$ cat src/rtl/iter_multiplier.sv
// Iterative shift-add multiplier: retires BITS_PER_CYCLE multiplier bits per clock
// on operand magnitudes, then applies the product sign once on the final iteration.
module iter_multiplier #(
  parameter int WIDTH          = 32,
  parameter int BITS_PER_CYCLE = 2
) (
  input  logic               clk,
  input  logic               rst_n,
  input  logic               start,
  input  logic               cancel,
  input  logic               signed_op,
  input  logic [WIDTH-1:0]   operand_1,
  input  logic [WIDTH-1:0]   operand_2,
  output logic               busy,
  output logic               done,
  output logic [2*WIDTH-1:0] result
);

  localparam int N     = WIDTH / BITS_PER_CYCLE;
  localparam int PW    = 2 * WIDTH;
  localparam int CNT_W = (N > 1) ? $clog2(N) : 1;

  generate
    if (!(BITS_PER_CYCLE == 1 || BITS_PER_CYCLE == 2 || BITS_PER_CYCLE == 4)) begin : g_bad_bpc
      $error("iter_multiplier: BITS_PER_CYCLE must be 1, 2 or 4");
    end
    if (WIDTH % BITS_PER_CYCLE != 0) begin : g_bad_width
      $error("iter_multiplier: WIDTH must be divisible by BITS_PER_CYCLE");
    end
  endgenerate

  typedef enum logic [1:0] {
    S_IDLE,
    S_CALC,
    S_DONE
  } state_e;

  state_e             state_q, state_d;
  logic [PW-1:0]      mcand_q, mcand_d;   // multiplicand magnitude, pre-shifted to the current digit position
  logic [WIDTH-1:0]   mplr_q,  mplr_d;
  logic [PW-1:0]      acc_q,   acc_d;
  logic [CNT_W-1:0]   cnt_q,   cnt_d;
  logic               neg_q,   neg_d;
  logic [PW-1:0]      result_q, result_d;

  logic [WIDTH-1:0]   mag1, mag2;
  logic [PW-1:0]      digit, partial, acc_sum;
  logic               last_iter;

  assign mag1 = (signed_op && operand_1[WIDTH-1]) ? (~operand_1 + WIDTH'(1)) : operand_1;
  assign mag2 = (signed_op && operand_2[WIDTH-1]) ? (~operand_2 + WIDTH'(1)) : operand_2;

  assign digit     = PW'(mplr_q[BITS_PER_CYCLE-1:0]);
  assign partial   = mcand_q * digit;
  assign acc_sum   = acc_q + partial;
  assign last_iter = (cnt_q == CNT_W'(N - 1));

  // NOTE: every variable driven here gets a default first so no path leaves it unassigned (no latch).
  always_comb begin
    state_d  = state_q;
    mcand_d  = mcand_q;
    mplr_d   = mplr_q;
    acc_d    = acc_q;
    cnt_d    = cnt_q;
    neg_d    = neg_q;
    result_d = result_q;

    unique case (state_q)
      S_IDLE, S_DONE: begin
        state_d = S_IDLE;
        if (start && !cancel) begin
          mcand_d = PW'(mag1);
          mplr_d  = mag2;
          acc_d   = '0;
          cnt_d   = '0;
          neg_d   = signed_op & (operand_1[WIDTH-1] ^ operand_2[WIDTH-1]);
          state_d = S_CALC;
        end
      end
      S_CALC: begin
        if (cancel) begin
          state_d = S_IDLE;
        end else begin
          acc_d   = acc_sum;
          mcand_d = mcand_q << BITS_PER_CYCLE;
          mplr_d  = mplr_q >> BITS_PER_CYCLE;
          cnt_d   = cnt_q + CNT_W'(1);
          if (last_iter) begin
            // Negating a zero magnitude yields zero, so no -0 special case is needed.
            result_d = neg_q ? (~acc_sum + PW'(1)) : acc_sum;
            state_d  = S_DONE;
          end
        end
      end
      default: state_d = S_IDLE;
    endcase
  end

  // NOTE: sequential state uses non-blocking assignments so all flops update from the same pre-edge values.
  always_ff @(posedge clk or negedge rst_n) begin
    if (!rst_n) begin
      state_q  <= S_IDLE;
      mcand_q  <= '0;
      mplr_q   <= '0;
      acc_q    <= '0;
      cnt_q    <= '0;
      neg_q    <= 1'b0;
      result_q <= '0;
    end else begin
      state_q  <= state_d;
      mcand_q  <= mcand_d;
      mplr_q   <= mplr_d;
      acc_q    <= acc_d;
      cnt_q    <= cnt_d;
      neg_q    <= neg_d;
      result_q <= result_d;
    end
  end

  // Handshake outputs decode the state register only; no input reaches them combinationally.
  assign busy   = (state_q == S_CALC);
  assign done   = (state_q == S_DONE);
  assign result = result_q;

endmodule
$ cat config.mk
export PLATFORM = sky130hd
export DESIGN_NAME = iter_multiplier
export DESIGN_NICKNAME = d
export VERILOG_FILES = /design/src/rtl/iter_multiplier.sv
export SDC_FILE = /design/constraint.sdc
export NUM_CORES = 1
export LEC_CHECK = 0
export CORE_MARGIN = 2
export CORE_UTILIZATION = 50
export DETAILED_ROUTE_END_ITERATION = 10
export GPL_ROUTABILITY_DRIVEN = 0
export GPL_TIMING_DRIVEN = 0
export PLACE_DENSITY = 0.68
export SYNTH_ARGS = -nofsm -noshare
export SYNTH_HDL_FRONTEND = slang
export SYNTH_SLANG_ARGS = --single-unit
$ cat constraint.sdc
create_clock -name clk -period 7.3 [get_ports clk]
set_clock_uncertainty 0.2 [all_clocks]
set_input_delay 0.73 -clock clk [delete_from_list [all_inputs] [get_ports clk]]
set_output_delay 0.73 -clock clk [all_outputs]
set_load 0.02 [all_outputs]
; ---- After elaboration in Yosys (flattened, before gate mapping)
; Index checks and enable logic that the tools add are counted.
[totals]
reg_bits = 231
input_bits = 69
out_inout_bits = 66
word_cells = 54
[classes]
addsub = 5
n_mul = 1
eq_ne = 6
muxes = 19
n_bitwise = 6
reduce_logical = 10
[op_table]
columns = op, count
row1 = 2-to-1 mux 64 bit, 5
row2 = one-hot mux 64 bit (2 select lines), 2
row3 = 2-to-1 mux 32 bit, 4
row4 = adder 32 x 1 -> 32 bit (second input constant), 2
row5 = adder 64 x 1 -> 64 bit (second input constant), 1
row6 = adder 64 bit, 1
row7 = multiplier 64 x 2 -> 64 bit, 1
row8 = inverter 32 bit, 2
row9 = inverter 64 bit, 1
row10 = one-hot mux 32 bit (2 select lines), 1
row11 = 2-to-1 mux 4 bit, 2
row12 = one-hot mux 4 bit (2 select lines), 1
row13 = AND reduction 3 bit, 2
row14 = adder 4 x 1 -> 4 bit (second input constant), 1
row15 = equality test 4 bit (second input constant), 1
row16 = 2-to-1 mux 2 bit, 2
row17 = inequality test 2 bit (second input constant), 2
row18 = one-hot mux 2 bit (2 select lines), 1
row19 = logical AND 1 bit, 3
row20 = inequality test 3 x 2 -> 1 bit (second input constant), 1
row21 = equality test 2 x 1 -> 1 bit (second input constant), 1
row22 = equality test 2 bit (second input constant), 1
row23 = logical NOT 2 bit, 1
row24 = AND reduction 2 bit, 1
row25 = other kinds (7), 7

; ---- Depth between registers and ports, before layout
[logic_depth]
word_depth = 5
depth_mapped = 21
depth_no_buf = 17

; ---- Worst setup path after synthesis
; No wires, ideal clock.
[synth_timing]
kind = reg-to-reg
from = register mplr_q[1]
to = register result_q[42], in the netlist result[42]
setup_ps = 129
arrival_ps = 5092
required_ps = 6971
path_slack_ps = 1879
path_stages_with_launch = 20
path_buffers = 2
period_less_slack_ps = 5421
cell_sequence = dfrtp_1 > clkbuf_1 > clkbuf_1 > nand2_1 > fa_1 > inv_1 > ha_1 > fa_1 > a211oi_1 > o21ai_1 > a311oi_1 > a21oi_1 > xor2_1 > a2111oi_2 > nand4b_2 > or3_1 > or4_4 > o31ai_4 > xor2_1 > o21ai_1
[synth_via]
elab_chain_len = 5
[synth_lines]
columns = item, line
row1 = "start, declared", 40  ; logic [WIDTH-1:0] mplr_q, mplr_d;
row2 = "start signal, assigned", 112  ; mplr_q <= mplr_d;
row3 = multiplier 64 x 2 -> 64 bit (*), 54  ; assign partial = mcand_q * digit;
row4 = adder 64 bit (*), 55  ; assign acc_sum = acc_q + partial;
row5 = inverter 64 bit, 90  ; result_d = neg_q ? (~acc_sum + PW'(1)) : acc_sum;
row6 = adder 64 x 1 -> 64 bit, 90
row7 = 2-to-1 mux 64 bit (*), 90
row8 = "end signal, assigned", 116  ; result_q <= result_d;
row9 = "end, declared", 44  ; logic [PW-1:0] result_q, result_d;
; Every way passes the cells marked *; elsewhere a longest branch is shown, timed or not.
; A chain may end at the register's enable or synchronous reset.

; ---- Worst setup path in the final report
[layout_timing]
from = register mplr_q[0]
to = register result_q[52], in the netlist result[52]
; Same word-level chain as after synthesis.

==> impl.org <==
** Status
- Result of the run :: complete, but fails checks
- Violations in the final reports :: negative hold slack

** Setup path
- Along the worst path, the maximum fanout reaches 11.
- Source of the worst register-to-register timing path :: mplr_q[0]$_DFFE_PN0P_
- CP Capture Type :: flip-flop
- The critical path is of the reg -> reg type.
- Counting cells, the worst reg-to-reg path comes to 18.
- R2R setup slack :: between 200 and 300 ps
- WP data required :: 7530 ps
- CP Launch Type :: flip-flop
- Endpoint of the lowest-slack register-to-register path :: result[52]$_DFFE_PN0P_
- Signal arrival time at the worst endpoint :: approximately 7300 ps

** Synth
- Synthesized-area fraction occupied by ao, oa, aoi and oai cells :: 0.242
- For this run, asynchronously set or reset flops after synthesis account for 1.00.
- The share of the Yosys chip area taken by registers is 0.311.
- Post-Synthesis Mean Instance Area :: between 8 and 9 µm²
- Syn Inst Count :: approximately 2300
- The cell area that synthesis handed to floorplanning was between 15000 and 20000 µm².
- Of the total synthesized cell area, the portion taken by AND, OR, NAND and NOR gates is 0.186.
- Of the total synthesized cell area, the portion taken by full adders, half adders and majority gates is 0.113.
- The share of synthesized area in the top cell type comes to 0.311.
- Synth Warn # :: 0
- The most used flip-flop cell after synthesis is sky130_fd_sc_hd__dfrtp_1.
- By area, the combinational part of the netlist is dominated by compound AO/OA/AOI/OAI gates.
- Count of flip-flops with a built-in enable after synthesis :: 0
- Syn nets :: 2488
- Top area cells in the synthesized netlist :: sky130_fd_sc_hd__dfrtp_1 31%, sky130_fd_sc_hd__nand2_1 7.3%, sky130_fd_sc_hd__fa_1 6.8%
- Register bit count reported by yosys :: between 200 and 250
- Library cell occupying the most area in the post-synthesis netlist :: sky130_fd_sc_hd__dfrtp_1
- Share of synthesized area spent on multiplexers :: 0.00613
- Of the total synthesized cell area, the portion taken by XOR and XNOR cells is 0.0726.
- Count of distinct cell types in the synthesized netlist :: 93

** Timing
- The worst path in the final design needs a cycle of around 7000 ps, including I/O delays and setup.
- Static timing analysis puts the maximum clock frequency at 0.142 GHz.
- The max-slew violation total from the final report was 0.
- Dividing the final minimum period by the clock period gives 0.962.
- The hold violation count in the final report came to 9.
- At the pin with the least slew margin, the transition time is ~1300 ps.
- Final Hold Slack :: -18.0 ps
- Measured against its own limit, the worst slew margin works out to 0.119.
- Setup violations, final :: 0
- Setup repair after global routing missed its margin :: false
- Setup tns final :: 0 ps

** Pwr
- The analysis attributes to cell leakage a power of 9.59 nW.
- Power spread over the standard cell area amounts to roughly 260 nW/µm².
- The worst-case IR drop observed on VDD is around 0.00017 V.

** Cells and area
- Post-route insts no fill :: between 2000 and 3000
- Number of nets in the finished design :: roughly 2700
- From synthesis to final layout, the design area changed by 15.7%.
- Commonest non-fill, non-tap cells in the layout :: 361 x sky130_fd_sc_hd__nand2_1, 233 x sky130_fd_sc_hd__o21ai_0, 230 x sky130_fd_sc_hd__dfrtp_1
- In the final layout, the share of cells above drive strength 1 is 0.0453.
- At the end of the flow the core is filled with cells to 0.587.
- Most common cell after layout, fill and taps aside :: sky130_fd_sc_hd__nand2_1
- The number of antenna diodes in the final layout is 0.

** GRT
- For this run, the total global-route usage over all layers was measured as 0.299.
- The number of antenna violations at the first check in global routing came to 0.
- Overflow left after global routing :: 0
- Global-route wire length before repair :: approximately 91 mm
- Number of global-route vias before repair :: roughly 17000
- Entering global routing, the biggest net connects 98 pins.

** Routing
- After detailed routing, the average wire length per cell comes to slightly below 20 µm.
- In this run the remaining antenna-violating nets after routing total 0.
- Number of iterations in the first detailed-routing pass :: 6
- Using the TritonRoute via totals, the vias-per-cell ratio works out to 6.01.
- For this block, the initial DRC count from the detailed router was 1455.
- The routed layout has around 18000 vias.
- Total DRC errors in the routed layout :: 0
- Aggregate routed wire length :: 58.0 mm

** Placed design
- Post-detail-place hpwl :: ~45 mm
- Input and output buffers added on the ports amount to ~130.
- Placed Cells incl. Taps :: between 2000 and 3000

** Floorplan
- Die width :: a little under 200 µm
- The total area inside the core boundary comes to between 30000 and 40000 µm².
- Number of core rows :: 70
- For this configuration, the core starts out at a cell density of 0.507.
- The floorplan step defined a die boundary enclosing ~39000 µm².
- The die is about 200 µm tall.
- During I/O placement, the number of pins put on the boundary was 135.

** Clock network
- # Post-CTS Setup Buffers :: 0
- In this run the number of H-tree levels came out at 1.
- The clock passes through at most 3 buffers.
- Clock latency on the worst-skew pair, taken at its later pin, is 570 ps.
- Clock input transition at the sequential cells of the worst setup and hold paths :: 60 ps
- TritonCTS built the clock tree.
- Root buffer cell :: sky130_fd_sc_hd__clkbuf_16
- Number of buffers added by the clock tree synthesis step :: 26
- CTS saw ~230 sinks.

** Min path
- In this run the worst hold path is classified as in -> async.

** Run
- The tool flagged a number of max-cap violations equal to 0.
-- area by class of cell --
| class | instances | area (µm²) |
|---|---|---|
| fillers | 3384 | 15100 |
| multi-input cells | 1727 | 11500 |
| clock buffers | 38 | 766 |
| clock inverters | 10 | 148 |
| plain buffers | 127 | 508 |
| well taps | 468 | 586 |
| flip-flops and latches | 231 | 5780 |
| inverters | 202 | 758 |
| repair buffers | 136 | 1400 |
-- how the worst max path moves through the flow --
stage | start | slack [ps] | to
floorplan | mplr_q[1]$_DFFE_PN0P_ | 1880 | result[42]$_DFFE_PN0P_
global placement | rst_n | -4540 | mplr_q[11]$_DFFE_PN0P_
detailed placement | mplr_q[0]$_DFFE_PN0P_ | -210 | result[52]$_DFFE_PN0P_
CTS | mplr_q[0]$_DFFE_PN0P_ | 100 | result[52]$_DFFE_PN0P_
global route | mplr_q[0]$_DFFE_PN0P_ | 30 | result[63]$_DFFE_PN0P_
finish | mplr_q[0]$_DFFE_PN0P_ | 280 | result[52]$_DFFE_PN0P_
-- cell families after synthesis --
| family | count (synthesis) |
|---|---|
| buffers and inverters | 331 |
| multiplexers | 11 |
| AO/OA/AOI/OAI | 697 |
| flip-flops | 231 |
| XOR/XNOR | 154 |
| AND/OR/NAND/NOR | 735 |
| adder cells (fa/ha/maj) | 130 |
-- power breakdown --
part / switching [mW] / internal, mW
sequential: 0.182 / 1.46
clock: 0.569 / 0.835
combinational: 1.65 / 0.866
total: 2.40 / 3.16
-- cells in the mapped netlist, types with 8 or more instances --
| cell type | instances |
|---|---|
| sky130_fd_sc_hd__clkbuf_1 | 100 |
| sky130_fd_sc_hd__and2_1 | 28 |
| sky130_fd_sc_hd__and3_1 | 18 |
| sky130_fd_sc_hd__nand2_1 | 361 |
| sky130_fd_sc_hd__inv_1 | 201 |
| sky130_fd_sc_hd__a22oi_1 | 28 |
| sky130_fd_sc_hd__xnor2_1 | 85 |
| sky130_fd_sc_hd__o31ai_1 | 24 |
| sky130_fd_sc_hd__o211ai_1 | 16 |
| sky130_fd_sc_hd__nand2b_1 | 9 |
| sky130_fd_sc_hd__o21ai_0 | 233 |
| sky130_fd_sc_hd__buf_1 | 12 |
| sky130_fd_sc_hd__fa_1 | 63 |
| sky130_fd_sc_hd__a21oi_1 | 152 |
| sky130_fd_sc_hd__a31oi_1 | 12 |
| sky130_fd_sc_hd__or2_2 | 13 |
| sky130_fd_sc_hd__nor4_1 | 17 |
| sky130_fd_sc_hd__nor3_1 | 33 |
| sky130_fd_sc_hd__o21a_1 | 9 |
| sky130_fd_sc_hd__or3_1 | 23 |
| sky130_fd_sc_hd__mux2i_1 | 8 |
| sky130_fd_sc_hd__xor2_1 | 69 |
| sky130_fd_sc_hd__a211oi_1 | 12 |
| sky130_fd_sc_hd__nor2_1 | 127 |
| sky130_fd_sc_hd__nand4_1 | 32 |
| sky130_fd_sc_hd__a21o_1 | 39 |
| sky130_fd_sc_hd__o21ai_1 | 14 |
| sky130_fd_sc_hd__dfrtp_1 | 231 |
| sky130_fd_sc_hd__a22o_1 | 73 |
| sky130_fd_sc_hd__ha_1 | 67 |
| sky130_fd_sc_hd__o21bai_1 | 8 |
| sky130_fd_sc_hd__o41ai_1 | 12 |
| sky130_fd_sc_hd__buf_2 | 15 |
| sky130_fd_sc_hd__nand3_1 | 28 |
-- metal layers --
metal / track usage / vias to the layer above / share of wire
li1: - / 8303 / -
met1: 0.414 / 8563 / 0.44
met2: 0.480 / 688 / 0.45
met3: 0.0554 / 100 / 0.088
met4: 0.0869 / 0 / 0.027
met5: 0 / - / 0
-- flip-flops by register name, indices dropped and copies added, names as in the netlist --
register  flops
acc_q        64
mcand_q      64
result       64
mplr_q       32
cnt_q         4
state_q       2
neg_q         1
-- stage by stage --
stage / setup WS [ps] / total power, mW / hold WS, ps / cell area (µm²)
CTS: 105 / 5.52 / 9.84 / 21500
detailed placement: -205 / 4.10 / 262 / 20600
finish: 277 / 5.56 / -18.0 / 21500
global route: 34.1 / 5.90 / 45.2 / 21500
floorplan: 1880 / 3.35 / 234 / 18600
global placement: -4540 / 4.05 / 260 / 20500
-- worst max-delay path, cell delays in order (launching register included) --
cell                       delay, ps
sky130_fd_sc_hd__dfrtp_1         700
sky130_fd_sc_hd__clkbuf_2        350
sky130_fd_sc_hd__and2_1          180
sky130_fd_sc_hd__fa_1            410
sky130_fd_sc_hd__ha_1            290
sky130_fd_sc_hd__buf_2           170
sky130_fd_sc_hd__a21oi_1         310
sky130_fd_sc_hd__o21ai_1         310
sky130_fd_sc_hd__a221oi_2        530
sky130_fd_sc_hd__o21ai_1         230
sky130_fd_sc_hd__o31ai_2         450
sky130_fd_sc_hd__a21oi_1         270
sky130_fd_sc_hd__xnor2_2         400
sky130_fd_sc_hd__or4b_1          470
sky130_fd_sc_hd__clkbuf_1        290
sky130_fd_sc_hd__nand4b_2        500
sky130_fd_sc_hd__o21ai_0         350
sky130_fd_sc_hd__xor2_1          340
sky130_fd_sc_hd__o21ai_0         120
-- timing repair --
action,in CTS,in global routing
hold buffers,0,0
resized for setup,1,6
endpoints found under the setup margin,6,7
hold endpoints to repair,0,0
Note: power is estimated with default switching activity, not from simulation.
